### src/rtl/fir_out_serializer.sv
// Buffers 3-parallel FIR output triplets and emits them one sample per transfer.
// Optional overflow status (OVF, DROP_CNT) is enabled by defining SER_OVF_STATUS_EN.
module fir_out_serializer #(
  parameter int unsigned NBIT  = 8,
  parameter int unsigned DEPTH = 4
) (
  input  logic            CLK,
  input  logic            RST,
  input  logic            VIN,
  input  logic [NBIT-1:0] DIN3k,
  input  logic [NBIT-1:0] DIN3k1,
  input  logic [NBIT-1:0] DIN3k2,
  input  logic            READY,
  output logic [NBIT-1:0] DOUT,
  output logic            VOUT,
  output logic            FULL
`ifdef SER_OVF_STATUS_EN
  ,
  output logic            OVF,
  output logic [7:0]      DROP_CNT
`endif
);

  localparam int unsigned AW = (DEPTH > 1) ? $clog2(DEPTH) : 1;
  localparam int unsigned CW = $clog2(DEPTH + 1);
  localparam int unsigned TW = 3 * NBIT;

  typedef enum logic [1:0] {
    PH_0 = 2'd0,
    PH_1 = 2'd1,
    PH_2 = 2'd2
  } phase_t;

  logic [TW-1:0] mem [DEPTH];
  logic [AW-1:0] wptr;
  logic [AW-1:0] rptr;
  logic [CW-1:0] count;
  phase_t        phase_q;
  phase_t        phase_d;

  logic [TW-1:0]   head;
  logic [NBIT-1:0] dout_c;
  logic            vout_c;
  logic            full_c;
  logic            transfer;
  logic            pop;
  logic            wr;
  logic            drop;

  // Handshake, buffer control and output sample selection
  always_comb begin
    vout_c   = 1'b0;
    full_c   = 1'b0;
    transfer = 1'b0;
    pop      = 1'b0;
    wr       = 1'b0;
    drop     = 1'b0;
    phase_d  = phase_q;
    dout_c   = '0;
    head     = mem[rptr];

    vout_c   = (count != '0);
    full_c   = (count == CW'(DEPTH));
    transfer = vout_c & READY;
    pop      = transfer & (phase_q == PH_2);
    wr       = VIN & (~full_c | pop);
    drop     = VIN & full_c & ~pop;

    if (transfer) begin
      case (phase_q)
        PH_0:    phase_d = PH_1;
        PH_1:    phase_d = PH_2;
        default: phase_d = PH_0;
      endcase
    end

    if (vout_c) begin
      case (phase_q)
        PH_0:    dout_c = head[NBIT-1:0];
        PH_1:    dout_c = head[2*NBIT-1:NBIT];
        default: dout_c = head[3*NBIT-1:2*NBIT];
      endcase
    end
  end

  assign DOUT = dout_c;
  assign VOUT = vout_c;
  assign FULL = full_c;

  // Phase register
  always_ff @(posedge CLK) begin
    if (RST) phase_q <= PH_0;
    else     phase_q <= phase_d;
  end

  // Pointers and occupancy; a write while full relies on the same-cycle pop
  always_ff @(posedge CLK) begin
    if (RST) begin
      wptr  <= '0;
      rptr  <= '0;
      count <= '0;
    end else begin
      if (wr)  wptr <= wptr + AW'(1);
      if (pop) rptr <= rptr + AW'(1);
      case ({wr, pop})
        2'b10:   count <= count + CW'(1);
        2'b01:   count <= count - CW'(1);
        default: count <= count;
      endcase
    end
  end

  // Storage carries no reset; DOUT is masked while the buffer is empty
  always_ff @(posedge CLK) begin
    if (!RST && wr) mem[wptr] <= {DIN3k2, DIN3k1, DIN3k};
  end

`ifdef SER_OVF_STATUS_EN
  // Sticky overflow flag and saturating drop counter
  always_ff @(posedge CLK) begin
    if (RST) begin
      OVF      <= 1'b0;
      DROP_CNT <= 8'd0;
    end else if (drop) begin
      OVF <= 1'b1;
      if (DROP_CNT != 8'hFF) DROP_CNT <= DROP_CNT + 8'd1;
    end
  end
`else
  logic unused_drop;
  assign unused_drop = drop;
`endif

endmodule

### config.mk
export PLATFORM = sky130hd
export DESIGN_NAME = fir_out_serializer
export DESIGN_NICKNAME = d
export VERILOG_FILES = /design/src/rtl/fir_out_serializer.sv
export SDC_FILE = /design/constraint.sdc
export NUM_CORES = 1
export LEC_CHECK = 0
export ABC_AREA = 1
export CAP_MARGIN = 5
export CORE_MARGIN = 5
export CORE_UTILIZATION = 50
export DETAILED_ROUTE_END_ITERATION = 7
export PLACE_DENSITY = 0.81
export SETUP_SLACK_MARGIN = 0.2
export SLEW_MARGIN = 20
export SYNTH_ARGS = -nofsm -noshare
export SYNTH_HDL_FRONTEND = slang
export SYNTH_SLANG_ARGS = --single-unit
### constraint.sdc
create_clock -name CLK -period 2.5 [get_ports CLK]
set_input_delay 0.375 -clock CLK [delete_from_list [all_inputs] [get_ports CLK]]
set_output_delay 0.375 -clock CLK [all_outputs]
set_load 0.1 [all_outputs]
---- Word level (Yosys, flattened, before mapping) ----
Memories as Yosys holds them, arrays and structs flattened. A register that Yosys moved wholly into a read port is not among the register bits.
Index checks and enable logic that the tools add are counted.
word-level totals
  flip-flop bits (word level) ............. 9
  output and inout port bits .............. 10
  input port bits ......................... 28
  RAM bits ................................ 96
  memories kept ........................... 1
  logic and storage cells ................. 32
memory list
  name  words  width  rd ports  clocked after memory_dff  wr ports  line  source
  mem   4      24     1         1                         1         34    logic [TW-1:0] mem [DEPTH];
operators by class
  reduce and logical (&&, ||, !) cells .... 5
  $add $sub $neg .......................... 4
  bitwise operators ....................... 5
  equality and inequality tests ........... 5
  multiplexer cells ....................... 8
operators by type and width
  kind                   number
  $pmux W8 S2            1
  $mux W8                1
  $pmux W3 S2            1
  $add A2 B1 Y2 const B  2
  $eq A2 B1 Y1 const B   2
  $eq A2 B2 Y1 const B   2
  $mux W2                2
  $pmux W2 S2            1
  $add A3 B1 Y3 const B  1
  $and A1 B1 Y1          3
  $eq A3 B3 Y1 const B   1
  $reduce_bool A3 Y1     1
  $sub A3 B1 Y3 const B  1
  $logic_not A2 Y1       1
  $mux W1                2
  $reduce_bool A2 Y1     1
  $logic_and A1 B1 Y1    1
  $logic_not A1 Y1       1
  $not A1 Y1             1
  $or A1 B1 Y1           1

---- Depth between registers and ports, before layout ----
Gate-level depths: netlist of the first run.
  word-level depth ........................ 8
  depth in mapped cells ................... 10
  mapped depth without buffers ............ 9

---- Worst setup path before layout of the first run ----
Ideal clock, no wire load.
  path kind ............................... reg2out
  from .................................... reg count[2]
  to ...................................... out FULL
  slack ................................... -310 ps
  path buffers ............................ 0
  data arrival time ....................... 2,435 ps
  data required time ...................... 2,125 ps
  cell stages (with the launch flop) ...... 3
  path through ............................ dfxtp_1 inv_1 nor3_1
between the ends
  cells in the longest elaborated chain, start to end .. 1
ends and longest elaborated chain
  item                    line  source
  start, declared         37    logic [CW-1:0] count;
  start signal, assigned  106   2'b10: count <= count + CW'(1);
  start signal, assigned  107   2'b01: count <= count - CW'(1);
  start signal, assigned  108   default: count <= count;
  $eq A3 B3 Y1            63    full_c = (count == CW'(DEPTH));
  end, declared           16    output logic FULL
Every way passes these cells.

==> run summary, run 1 <==
status: finished clean
global-route wire length before repair: 14.6 mm
CTS Root Cell: clkbuf_8
arrival time worst endpoint: 1820 ps
Worst-path clk slew: 90 ps
Clk Latency, worst-skew pair: 370 ps
core area: 0.00868 mm2
Hold/Removal Path Class: reg -> reg
Metal-1 WL: 3.64 mm
Initial Util: 51.1%
final setup fails: 0
startpoint types: flop
Crit Path Class: reg -> out
Die Width: 104 um
CTS tree: yes
Reg2Reg Capture Point: mem[0][16]$_DFFE_PP_
DR WL met2: 4.47 mm
initial antenna violation count: 0
final setup TNS: 0 ps
syn_nets: 407
final hold violation count: 0
vias per inst: 5.50
post-synthesis sequential area ratio: 70.0%
synth unique cells: 26
vias in the first global route: 2932
DR WL met3: 569 um
drt pass-1 iters: 5
skew final: 17.3 ps
Pwr per Cell Area: 728 mW/mm2
Rows: 34
Worst Tran Pin Value: 453 ps
Routed Antenna Nets: 0
Worst EP required: 2120 ps
port bufs: 37
Seq cells post-synth: 107
launching point of the worst reg2reg path: phase_q[1]$_SDFFE_PP0P_
maximum fanout along the worst path: 10
worst hold start: rptr[1]$_SDFFE_PP0N_
f_max: 455 MHz
Avg WL per Cell: 16.7 um
Final HPWL DP: 5.89 mm
Cell Area, Synth: 0.00443 mm2
Leak Pwr: 0.00185 uW
yosys warns: 0
final worst path period share: 87.8%
Relative slew margins: 69.5%
R2R Setup Slk: 560 ps
commonest non-fill, non-tap cell in the layout: edfxtp_1
hold_ws: 468 ps
CP endpoint kind: output port
Max IR drop VDD: 0.000431 V
DIE AREA: 0.0108 mm2
DIE HEIGHT: 104 um
vias: 2925
Max-Cap Viols: 0
GRT Overall Usage: 17.0%
max-slew violations: 0
CTS Buffer Depth: 2
gp weighted congestion: 0.778
DR iter-0 viols: 245
Post-Syn Area per Cell: 11.8 um2
Tmin final: 2200 ps
layout cells sized above 1: 15.8%
CTS Sinks: 107
RSZ-0062 raised after global routing: no
hold path depth: 2
largest net degree at the start of global routing: 36
htree depth: 3
hold buffers post-CTS: 0
n_diodes: 0
area delta synth->final: 19.2%
Fill cells: 652
# IOs: 38
most frequent cells in the layout: edfxtp_1, nand2_1, nor2_1
uppermost routed layer: met4
Worst R2R Path Depth: 9
Syn Inst Count: 374
Remaining Overflow, GRT: 0
Nets: 453
residual DRC count: 0
CTS Buf Count: 9
Post-Route WL: 8.87 mm
-- cell families after synthesis --
family          after synthesis  share of synthesized area [%]
simple gates                124                           11.7
fa+ha+maj                     5                           1.58
buf+inv                      39                           4.86
flops                       107                           70.0
compound gates               99                           11.9
-- worst max path at each step --
| stage | endpoint | depth (start not counted) | slack, ps | startpoint |
|---|---|---|---|---|
| after detailed placement | mem[0][23]$_DFFE_PP_ | 8 | 320 | VIN |
| after global routing | DOUT[6] | 8 | 200 | flop |
| after floorplan | mem[2][0]$_DFFE_PP_ | 8 | 150 | count[1]$_SDFFE_PP0P_ |
| final | DOUT[7] | 8 | 300 | flop |
| after CTS | DOUT[5] | 8 | 220 | flop |
| after global placement | mem[0][3]$_DFFE_PP_ | 8 | 380 | VIN |
-- flip-flops by register name, indices dropped and copies added, names as in the netlist, named ones only --
| register | count |
|---|---|
| mem | 96 |
| count | 3 |
| phase_q | 2 |
| rptr | 2 |
| wptr | 2 |
-- synthesized netlist by cell type --
master    count  area share (%)
nand2_1      57             4.8
nand3_2       1            0.23
or2_2         2            0.28
fa_1          1            0.45
o21ai_1      13             1.5
nor2_1       54             4.6
nor2_4        1            0.25
inv_1        19             1.6
o211ai_1      5            0.85
buf_4         2            0.34
ha_1          4             1.1
o211ai_2      2            0.56
buf_2         7            0.79
a21boi_0      1            0.17
clkinv_1      1           0.085
o21ai_0      40             4.5
dfxtp_1      11             5.0
buf_6         7             1.8
nand3_1       3            0.34
a21oi_1      38             4.3
nand2_2       3            0.42
nand4_4       1            0.48
edfxtp_1     96              65
inv_2         3            0.25
nor3_1        1            0.11
nor2_2        1            0.14
-- power breakdown --
part | internal, uW | leakage, uW | switching (uW)
logic | 258 | 0.000787 | 517
registers | 2010 | 0.000964 | 33.6
clock network | 460 | 0.0000952 | 563
total | 2730 | 0.00185 | 1110
-- per-layer routing --
metal | global-route usage (%) | up-vias
li1 | - | 1393
met1 | 21.7 | 1407
met2 | 28.2 | 108
met3 | 3.48 | 17
met4 | 6.85 | 0
met5 | 0 | -
-- layout make-up --
cell class	count	area, um2	area share, %
timing repair buffer	51	612	11.6
tap	108	135	2.56
clock buffer	9	124	2.34
inverter	23	91.3	1.73
multi-input combinational	228	1150	21.7
sequential	107	3110	58.9
clock inverter	6	63.8	1.21
-- per-stage QoR --
step / std cells / total power (uW) / utilization [%] / worst slack [ps] / area [um2]
floorplan: 374 / 2560 / - / 152 / 4460
global placement: 516 / 2840 / 58.2 / 378 / 5050
detailed placement: 516 / 2860 / 58.2 / 321 / 5050
CTS: 532 / 3850 / 60.6 / 216 / 5260
global route: 532 / 3980 / 60.9 / 205 / 5280
finish: 532 / 3840 / 60.9 / 304 / 5280
-- critical path, stage by stage (launching register included) --
cell and delay (ps):
dfxtp_4 400, buf_4 180, nand2_1 60, nand2_1 50, a21oi_1 40, o21ai_0 190, o21ai_0 140, nor2_2 180
buf_12 200
-- timing repair --
action	4_1_cts	5_1_grt
setup endpoints to repair	7	8
pin swaps	0	1
buffers inserted	1	0
resized for setup	5	11
Power figures use the tool's default switching activity.
==> inputs of run 2 (changes only) <==
Settings changed: HOLD_SLACK_MARGIN from default to 0.12.
==> results of run 2 <==
Final layout, timing and power as in run 1 (identical DEF).
==> inputs of run 3 (changes only) <==
Settings changed: CORE_UTILIZATION 50 to 52, MAX_ROUTING_LAYER from default to met4, PLACE_DENSITY 0.81 to 0.84.
==> run 3 against run 2 <==
Non-clock buffer count grew 3. Flip-flop and latch count is the same. Cell area down 0.36%. Worst hold slack better by 9.5 ps. Sequential power about the same. Highest routed layer unchanged.
==> run summary, run 3 (same netlist as run 1, synthesis figures left out) <==
status: finished clean
Fill cells: 606
# Post-CTS Setup Buffers: 0
global-route wire length before repair: 14.5 mm
n_diodes: 0
Crit Path Class: reg -> out
hold_ws: 478 ps
Tmin final: 2190 ps
# IOs: 38
htree depth: 3
final worst path period share: 87.8%
maximum fanout along the worst path: 22
Max-Cap Viols: 0
CTS Buf Count: 9
Top Registers: mem: 96 flops, count: 3 flops
most frequent cells in the layout: edfxtp_1, nand2_1, nor2_1
GRT Overall Usage: 18.9%
skew final: 11.4 ps
pre-CTS setup slack: 332 ps
vias per inst: 5.47
critical path cell sequence: inv_2, buf_6, o21ai_0, o211ai_1, o21ai_1, nor2_2, buf_12
RSZ-0062 raised after global routing: yes
CP max stage delay: 360 ps
Worst EP required: 2120 ps
initial antenna violation count: 0
commonest non-fill, non-tap cell in the layout: edfxtp_1
max-slew violations: 0
final hold violation count: 0
Worst Tran Pin Value: 453 ps
Relative slew margins: 69.5%
startpoint types: flop
WP buf/inv: 3
Power Total: 3810 uW
Leak Pwr: 0.00185 uW
CTS Sinks: 107
Final Util: 63.7%
Slowest-stage cell, CP: dfxtp_2
Hold/Removal Path Class: reg -> reg
vias: 2909
CP endpoint kind: output port
Routed Antenna Nets: 0
delay-heaviest family, CP: compound AO/OA/AOI/OAI gates
vias in the first global route: 2955
Clk Latency, worst-skew pair: 350 ps
DIE AREA: 0.0105 mm2
Post-Route WL: 8.95 mm
Avg WL per Cell: 16.8 um
Reg with most FFs: mem
Multi-input gate area: 0.00115 mm2
Worst-path clk slew: 80 ps
final setup fails: 0
Final HPWL DP: 6.28 mm
final setup TNS: 0 ps
arrival time worst endpoint: 1820 ps
Rows: 33
flip-flop count of the largest register after layout: 96
port bufs: 37
Nets: 456
f_max: 456 MHz
drt pass-1 iters: 4
residual DRC count: 0
layout cells sized above 1: 16.4%
core area: 0.00826 mm2
CTS Buffer Depth: 2
largest net degree at the start of global routing: 30
Initial Util: 53.7%
DIE HEIGHT: 102 um
Max IR drop VDD: 0.000534 V
Die Width: 102 um
Worst Setup Slack, final: 305 ps
CTS Root Cell: clkbuf_8
area delta synth->final: 18.8%
Reg area: 0.00311 mm2
R2R Setup Slk: 690 ps
gp weighted congestion: 0.791
Remaining Overflow, GRT: 0
CTS tree: yes
Pwr per Cell Area: 724 mW/mm2
DR iter-0 viols: 259
==> run 3: routing by layer <==
metal | global-route usage, % | part of all wire [%] | up-vias
met1 | 22.9 | 41 | 1404
met5 | - | 0 | -
met4 | 6.56 | 1.7 | 0
met3 | 2.25 | 4.1 | 13
li1 | - | - | 1403
met2 | 33.0 | 53 | 89
==> run 3: tightest hold or removal path: stages (launching register included) <==
cell and delay, ps:
dfxtp_1 320, inv_1 50, a21oi_1 70
==> run 3: worst paths after layout <==
path	startpoint	end	cells after the start
hold reg to reg	rptr[1]$_SDFFE_PP0N_	flop	2
setup / recovery	flop	DOUT[6]	7
hold / removal	rptr[1]$_SDFFE_PP0N_	flop	2
setup reg to reg	phase_q[1]$_SDFFE_PP0P_	mem[3][4]$_DFFE_PP_	9
==> run 3: area by class of cell <==
type                       count  share of cell area (%)
clock buffer                  10                    2.42
timing repair buffer          54                    11.5
inverter                      23                    1.69
clock inverter                 5                    1.05
multi-input combinational    228                    21.9
tap                          105                    2.50
sequential                   107                    59.0
==> run 3: per-stage QoR <==
| stage | std cells | cell area [um2] |
|---|---|---|
| 6_report | 532 | 5260 |
| 3_3_place_gp | 517 | 5050 |
| 2_1_floorplan | 374 | 4460 |
| 3_5_place_dp | 517 | 5050 |
| 5_1_grt | 532 | 5260 |
| 4_1_cts | 532 | 5250 |
==> run 3: timing repair <==
action / in CTS / in global routing
hold buffers: 0 / 0
gates resized for setup: 4 / 11
pin swaps: 0 / 3
endpoints found under the setup margin: 5 / 8
==> run 3: report_power, final <==
part | total [uW] | internal, uW | leakage, uW | switching (uW)
logic | 782 | 261 | 0.000795 | 521
clock network | 987 | 455 | 0.0000898 | 532
registers | 2040 | 2010 | 0.000963 | 28.9
